### src/rtl/neuron_backprop_pkg.sv
// Shared definitions for the backward-pass neuron: TRAIN/TEST mode encoding
// and small elaboration-time helpers.
package neuron_backprop_pkg;

    typedef enum logic {
        MODE_TRAIN = 1'b0,
        MODE_TEST  = 1'b1
    } mode_e;

    function automatic int max_int(input int a, input int b);
        return (a > b) ? a : b;
    endfunction

endpackage

### src/rtl/neuron_backprop_state_fifo.sv
// In-order show-ahead FIFO holding activation beats until their error beat arrives.
// A push into a full FIFO is accepted only in the same cycle as a pop.
module state_fifo #(
    parameter int WIDTH = 16,
    parameter int DEPTH = 4
) (
    input  logic             iCLK,
    input  logic             iRST,
    input  logic             flush,
    input  logic             push,
    input  logic             pop,
    input  logic [WIDTH-1:0] din,
    output logic [WIDTH-1:0] dout,
    output logic             full,
    output logic             empty
);

    localparam int L_AW = $clog2(DEPTH);

    logic [L_AW-1:0] r_wptr;
    logic [L_AW-1:0] r_rptr;
    logic [L_AW:0]   r_cnt;
    logic [WIDTH-1:0] r_mem [DEPTH];

    logic w_push;
    logic w_pop;

    assign full   = (r_cnt == (L_AW+1)'(DEPTH));
    assign empty  = (r_cnt == '0);
    assign dout   = r_mem[r_rptr];
    assign w_pop  = pop && !empty;
    assign w_push = push && (!full || w_pop);

    always_ff @(posedge iCLK) begin
        if (w_push) begin
            r_mem[r_wptr] <= din;
        end
    end

    // Pointers wrap naturally because DEPTH is a power of two.
    always_ff @(posedge iCLK) begin
        if (iRST || flush) begin
            r_wptr <= '0;
            r_rptr <= '0;
            r_cnt  <= '0;
        end else begin
            if (w_push) begin
                r_wptr <= r_wptr + L_AW'(1);
            end
            if (w_pop) begin
                r_rptr <= r_rptr + L_AW'(1);
            end
            case ({w_push, w_pop})
                2'b10:   r_cnt <= r_cnt + (L_AW+1)'(1);
                2'b01:   r_cnt <= r_cnt - (L_AW+1)'(1);
                default: r_cnt <= r_cnt;
            endcase
        end
    end

endmodule

### src/rtl/neuron_backprop.sv
// Backward-pass neuron: joins stored activations with returning errors, gates by
// the ReLU derivative, saturates to the delta width and registers the result.
module neuron_backprop
    import neuron_backprop_pkg::*;
#(
    parameter int    NC    = 4,
    parameter int    WV    = 4,
    parameter int    WE    = 8,
    parameter int    WD    = 4,
    parameter int    DEPTH = 4,
    parameter string BURST = "yes"
) (
    input  logic             iCLK,
    input  logic             iRST,
    input  logic             iMode,
    input  logic             iValid_AM_State0,
    output logic             oReady_AM_State0,
    input  logic [NC*WV-1:0] iData_AM_State0,
    input  logic             iValid_AM_Error0,
    output logic             oReady_AM_Error0,
    input  logic [NC*WE-1:0] iData_AM_Error0,
    output logic             oValid_BM_Delta0,
    input  logic             iReady_BM_Delta0,
    output logic [NC*WD-1:0] oData_BM_Delta0
);

    localparam bit L_BURST = (BURST == "yes");
    localparam int L_W     = max_int(WE, WD) + 1;
    localparam logic signed [L_W-1:0] L_DMAX = L_W'((1 << (WD-1)) - 1);
    localparam logic signed [L_W-1:0] L_DMIN = ~L_DMAX;

    // Widening first makes the WE <= WD case a plain sign extension.
    function automatic logic [WD-1:0] f_sat(input logic [WE-1:0] e);
        logic signed [L_W-1:0] v;
        v = L_W'($signed(e));
        if (v > L_DMAX) begin
            return L_DMAX[WD-1:0];
        end
        if (v < L_DMIN) begin
            return L_DMIN[WD-1:0];
        end
        return v[WD-1:0];
    endfunction

    logic             w_train;
    logic             w_full;
    logic             w_empty;
    logic             w_stage_free;
    logic             w_fire;
    logic             w_push;
    logic [NC*WV-1:0] w_act;
    logic [NC*WD-1:0] w_delta;

    logic             r_valid;
    logic [NC*WD-1:0] r_data;

    assign w_train      = (iMode == MODE_TRAIN);
    assign w_stage_free = L_BURST ? (!r_valid || iReady_BM_Delta0) : !r_valid;
    assign w_fire       = w_train && !w_empty && iValid_AM_Error0 && w_stage_free;
    assign w_push       = w_train && iValid_AM_State0 && oReady_AM_State0;

    assign oReady_AM_Error0 = w_train && !w_empty && w_stage_free;
    assign oReady_AM_State0 = !w_train ? 1'b1
                            : (L_BURST ? (!w_full || w_fire) : !w_full);

    state_fifo #(
        .WIDTH (NC*WV),
        .DEPTH (DEPTH)
    ) u_fifo (
        .iCLK  (iCLK),
        .iRST  (iRST),
        .flush (!w_train),
        .push  (w_push),
        .pop   (w_fire),
        .din   (iData_AM_State0),
        .dout  (w_act),
        .full  (w_full),
        .empty (w_empty)
    );

    always_comb begin
        w_delta = '0;
        for (int unsigned c = 0; c < NC; c++) begin
            if (w_act[c*WV +: WV] != '0) begin
                w_delta[c*WD +: WD] = f_sat(iData_AM_Error0[c*WE +: WE]);
            end
        end
    end

    always_ff @(posedge iCLK) begin
        if (iRST) begin
            r_valid <= 1'b0;
            r_data  <= '0;
        end else if (w_fire) begin
            r_valid <= 1'b1;
            r_data  <= w_delta;
        end else if (iReady_BM_Delta0) begin
            r_valid <= 1'b0;
        end
    end

    assign oValid_BM_Delta0 = r_valid;
    assign oData_BM_Delta0  = r_data;

endmodule

### config.mk
export PLATFORM = sky130hd
export DESIGN_NAME = neuron_backprop
export DESIGN_NICKNAME = d
export VERILOG_FILES = /design/src/rtl/neuron_backprop_pkg.sv /design/src/rtl/neuron_backprop_state_fifo.sv /design/src/rtl/neuron_backprop.sv
export SDC_FILE = /design/constraint.sdc
export NUM_CORES = 1
export LEC_CHECK = 0
export BUFFER_PORTS_ARGS = -buffer_cell sky130_fd_sc_hd__buf_2
export CORE_ASPECT_RATIO = 1.5
export CORE_MARGIN = 1
export CORE_UTILIZATION = 50
export DETAILED_ROUTE_END_ITERATION = 16
export PLACE_DENSITY = 0.74
export SKIP_CTS_REPAIR_TIMING = 1
export SYNTH_ARGS = -nofsm -noshare
export SYNTH_HDL_FRONTEND = slang
export SYNTH_SLANG_ARGS = --single-unit
### constraint.sdc
create_clock -name iCLK -period 4.6 [get_ports iCLK]
set_input_delay 0.23 -clock iCLK [delete_from_list [all_inputs] [get_ports iCLK]]
set_output_delay 0.23 -clock iCLK [all_outputs]
set_load 0.005 [all_outputs]
==> results_dict.tcl <==
set metrics [dict create \
    wire_per_inst_um 16.0 \
    root_buffer "clkbuf_8" \
    placed_area_um2 3840 \
    relSlewSlack_pct 46.4 \
    dr_total_vias 2213 \
    synth_nets 297 \
    synthFlopType "edfxtp_1" \
    end_kind "register" \
    async_reset_ff_share_pct 0 \
    holdPathStages 1 \
    gr-total-overflow 0 \
    cp_max_fo 20 \
    wirelength_mm 6.32 \
    clock_latency_ps 350 \
    place_congestion 0.812 \
    dieArea_um2 7160 \
    viasPerCell 5.59 \
    portBuffers 72 \
    dr.pass1.iters 4 \
    rsz0062_at_grt "false" \
    fp.dieW_um 69.4 \
    min_from "iData_AM_State0[9]" \
    hpwl_mm 4.56 \
    synth_area_um2 3410 \
    fin_crit_ps 2520 \
    ant_nets 0 \
    clkSlewWorstSetupHoldPaths_ps 80 \
    arrival_ps 2800 \
    antennaDiodeCount 0 \
    finalSetupViolCount 0 \
    area_growth_syn_to_layout_pct 19.1 \
    drc 0 \
    hold_path.class "in -> reg" \
    nNetsFinal 375 \
    r2r_start "oValid_BM_Delta0" \
    grt_pass1_vias 2224 \
    fmax_mhz 398 \
    finalSetupTns_ps 0 \
    p_leak_uw 0.00150 \
    period_share_pct 54.7 \
    initial_core_util_pct 52.2 \
    tightest_slew_ps 804 \
    fin_area_um2 4060 \
    start_kind "register" \
    grt_pass1_wl_mm 10.1 \
    fin_skew_ps 9.33 \
    r2r_end "u_fifo.r_cnt[2]" \
    synth_edf_count 64 \
    worst-setup-path-type "reg -> reg" \
    synth_cell_types 37 \
    cts-buffers-inserted 9 \
    rows 36 \
    drtIter0Drc 70 \
    synth-seq-area-share_pct 71.6 \
    clock-sinks 90 \
    status "finished, final reports clean" \
    antenna_found_initial 0 \
    clock_path_buffers 2 \
    ios 73 \
    r2r_cells 9 \
    ys_ff_latch 90 \
    grt_max_degree 21 \
    drv_slew 0 \
    r2r_slack_ps 2080 \
    synth_cells 237 \
    core-area_um2 6530 \
    crit_required_ps 4880 \
    yosys_warnings 0 \
    drive_gt1_share_pct 29.7 \
    cts_tree "done" \
    die_h_um 103 \
    cap_viol_max_count 0 \
    finish.utilization_pct 62.2 \
    h-tree-depth 3 \
    grtUsageTotal_pct 19.3 \
    p_per_area_nw_per_um2 374 \
    holdPathEnd "u_fifo.r_mem[3][9]" \
    hold_viol 0 \
    avgSynthCellArea_um2 14.4 \
    ir_drop_v 0.000332 \
]
[how the worst max path moves through the flow]
stage | from | end | cells after the start
floorplan | oValid_BM_Delta0 | u_fifo.r_cnt[2] | 10
global placement | iMode | u_fifo.r_cnt[2] | 10
detailed placement | iMode | u_fifo.r_cnt[2] | 10
CTS | oValid_BM_Delta0 | u_fifo.r_cnt[1] | 9
global route | oValid_BM_Delta0 | u_fifo.r_cnt[2] | 9
finish | oValid_BM_Delta0 | u_fifo.r_cnt[2] | 9
[power by group]
group,internal [uW],switching (uW),leakage (uW),total (uW)
registers,877,3.96,0.000791,881
logic,27.3,36.3,0.000591,63.6
clock network,318,258,0.000114,575
[metal layers]
metal / track usage (%) / routed length [um] / up-vias / share of wire, %
met5: 0 / 0 / - / 0
met4: 8.79 / 157 / 0 / 2.5
met3: 5.18 / 377 / 12 / 6.0
met2: 36.7 / 3380 / 81 / 53
met1: 19.6 / 2410 / 1045 / 38
li1: - / - / 1075 / -
[cells in the mapped netlist, drive strengths merged, types with 2 or more instances]
library cell | number | area [um2]
nor2 | 15 | 56.3
or4 | 13 | 97.6
a2111oi | 3 | 30.0
mux4 | 3 | 67.6
nand3 | 5 | 25.0
edfxtp | 64 | 1920
dfxtp | 26 | 521
ha | 5 | 62.6
buf | 3 | 21.3
or2 | 4 | 25.0
xor2 | 2 | 17.5
a21oi | 17 | 85.1
o21ai | 4 | 20.0
nand2b | 3 | 18.8
nor2b | 2 | 12.5
nor3 | 3 | 20.0
o211ai | 10 | 75.1
inv | 8 | 30.0
nor4 | 5 | 31.3
or3 | 3 | 23.8
nand2 | 13 | 48.8
nand4 | 4 | 25.0
and3 | 8 | 50.1
a41o | 3 | 30.0
clkbuf | 2 | 7.51
[stage by stage]
| stage | hold WS (ps) | worst slack (ps) | power, uW | std cells |
|---|---|---|---|---|
| after floorplan | 299 | 2320 | 923 | 237 |
| after detailed placement | 448 | 2020 | 964 | 380 |
| after CTS | 76.6 | 2070 | 1530 | 396 |
| after global routing | 75.7 | 1840 | 1570 | 396 |
| after global placement | 438 | 2120 | 961 | 380 |
| final | 89.5 | 2080 | 1520 | 396 |
[registers in the layout (all words and copies together) (netlist names), named ones only]
register	cells
u_fifo.r_mem	64
oData_BM_Delta0	16
u_fifo.r_cnt	3
u_fifo.r_rptr	2
u_fifo.r_wptr	2
oValid_BM_Delta0	1
[cell families after synthesis]
family / Yosys count / share of synthesized area (%)
AOI/OAI and AO/OA: 41 / 8.07
xor gates and xnor gates: 3 / 0.771
adders and majority gates: 6 / 2.42
buffers and inverters: 14 / 1.83
DFF: 90 / 71.6
muxes: 4 / 2.27
and+or+nand+nor: 79 / 13.0
[placed cells by master, fill, tap and decap left out, types with 4 or more instances in the layout]
master,instances
and3_1,8
o211ai_1,10
clkbuf_8,9
edfxtp_1,64
nand4_1,4
inv_1,8
buf_2,72
o21ai_0,4
or4_1,13
nand3_1,5
dfxtp_1,26
nor4_1,5
a21oi_1,17
nor2_1,15
ha_1,5
or2_2,4
nand2_1,13
[worst max-delay path, stage by stage, from the launching register on]
cell and delay (ps):
dfxtp_1 310, nor2b_1 200, or3_4 510, clkinv_1 180, ha_1 210, inv_1 60, fa_1 380, xor2_1 160
or3_1 310, a21oi_1 140
[cell type report]
type | count | area (um2)
Fill cell | 494 | 2470
Timing Repair Buffer | 72 | 360
Sequential cell | 90 | 2440
Multi-Input combinational cell | 133 | 906
Inverter | 9 | 33.8
Clock buffer | 13 | 181
Tap cell | 76 | 95.1
Clock inverter | 3 | 43.8
Power figures use the tool's default switching activity.
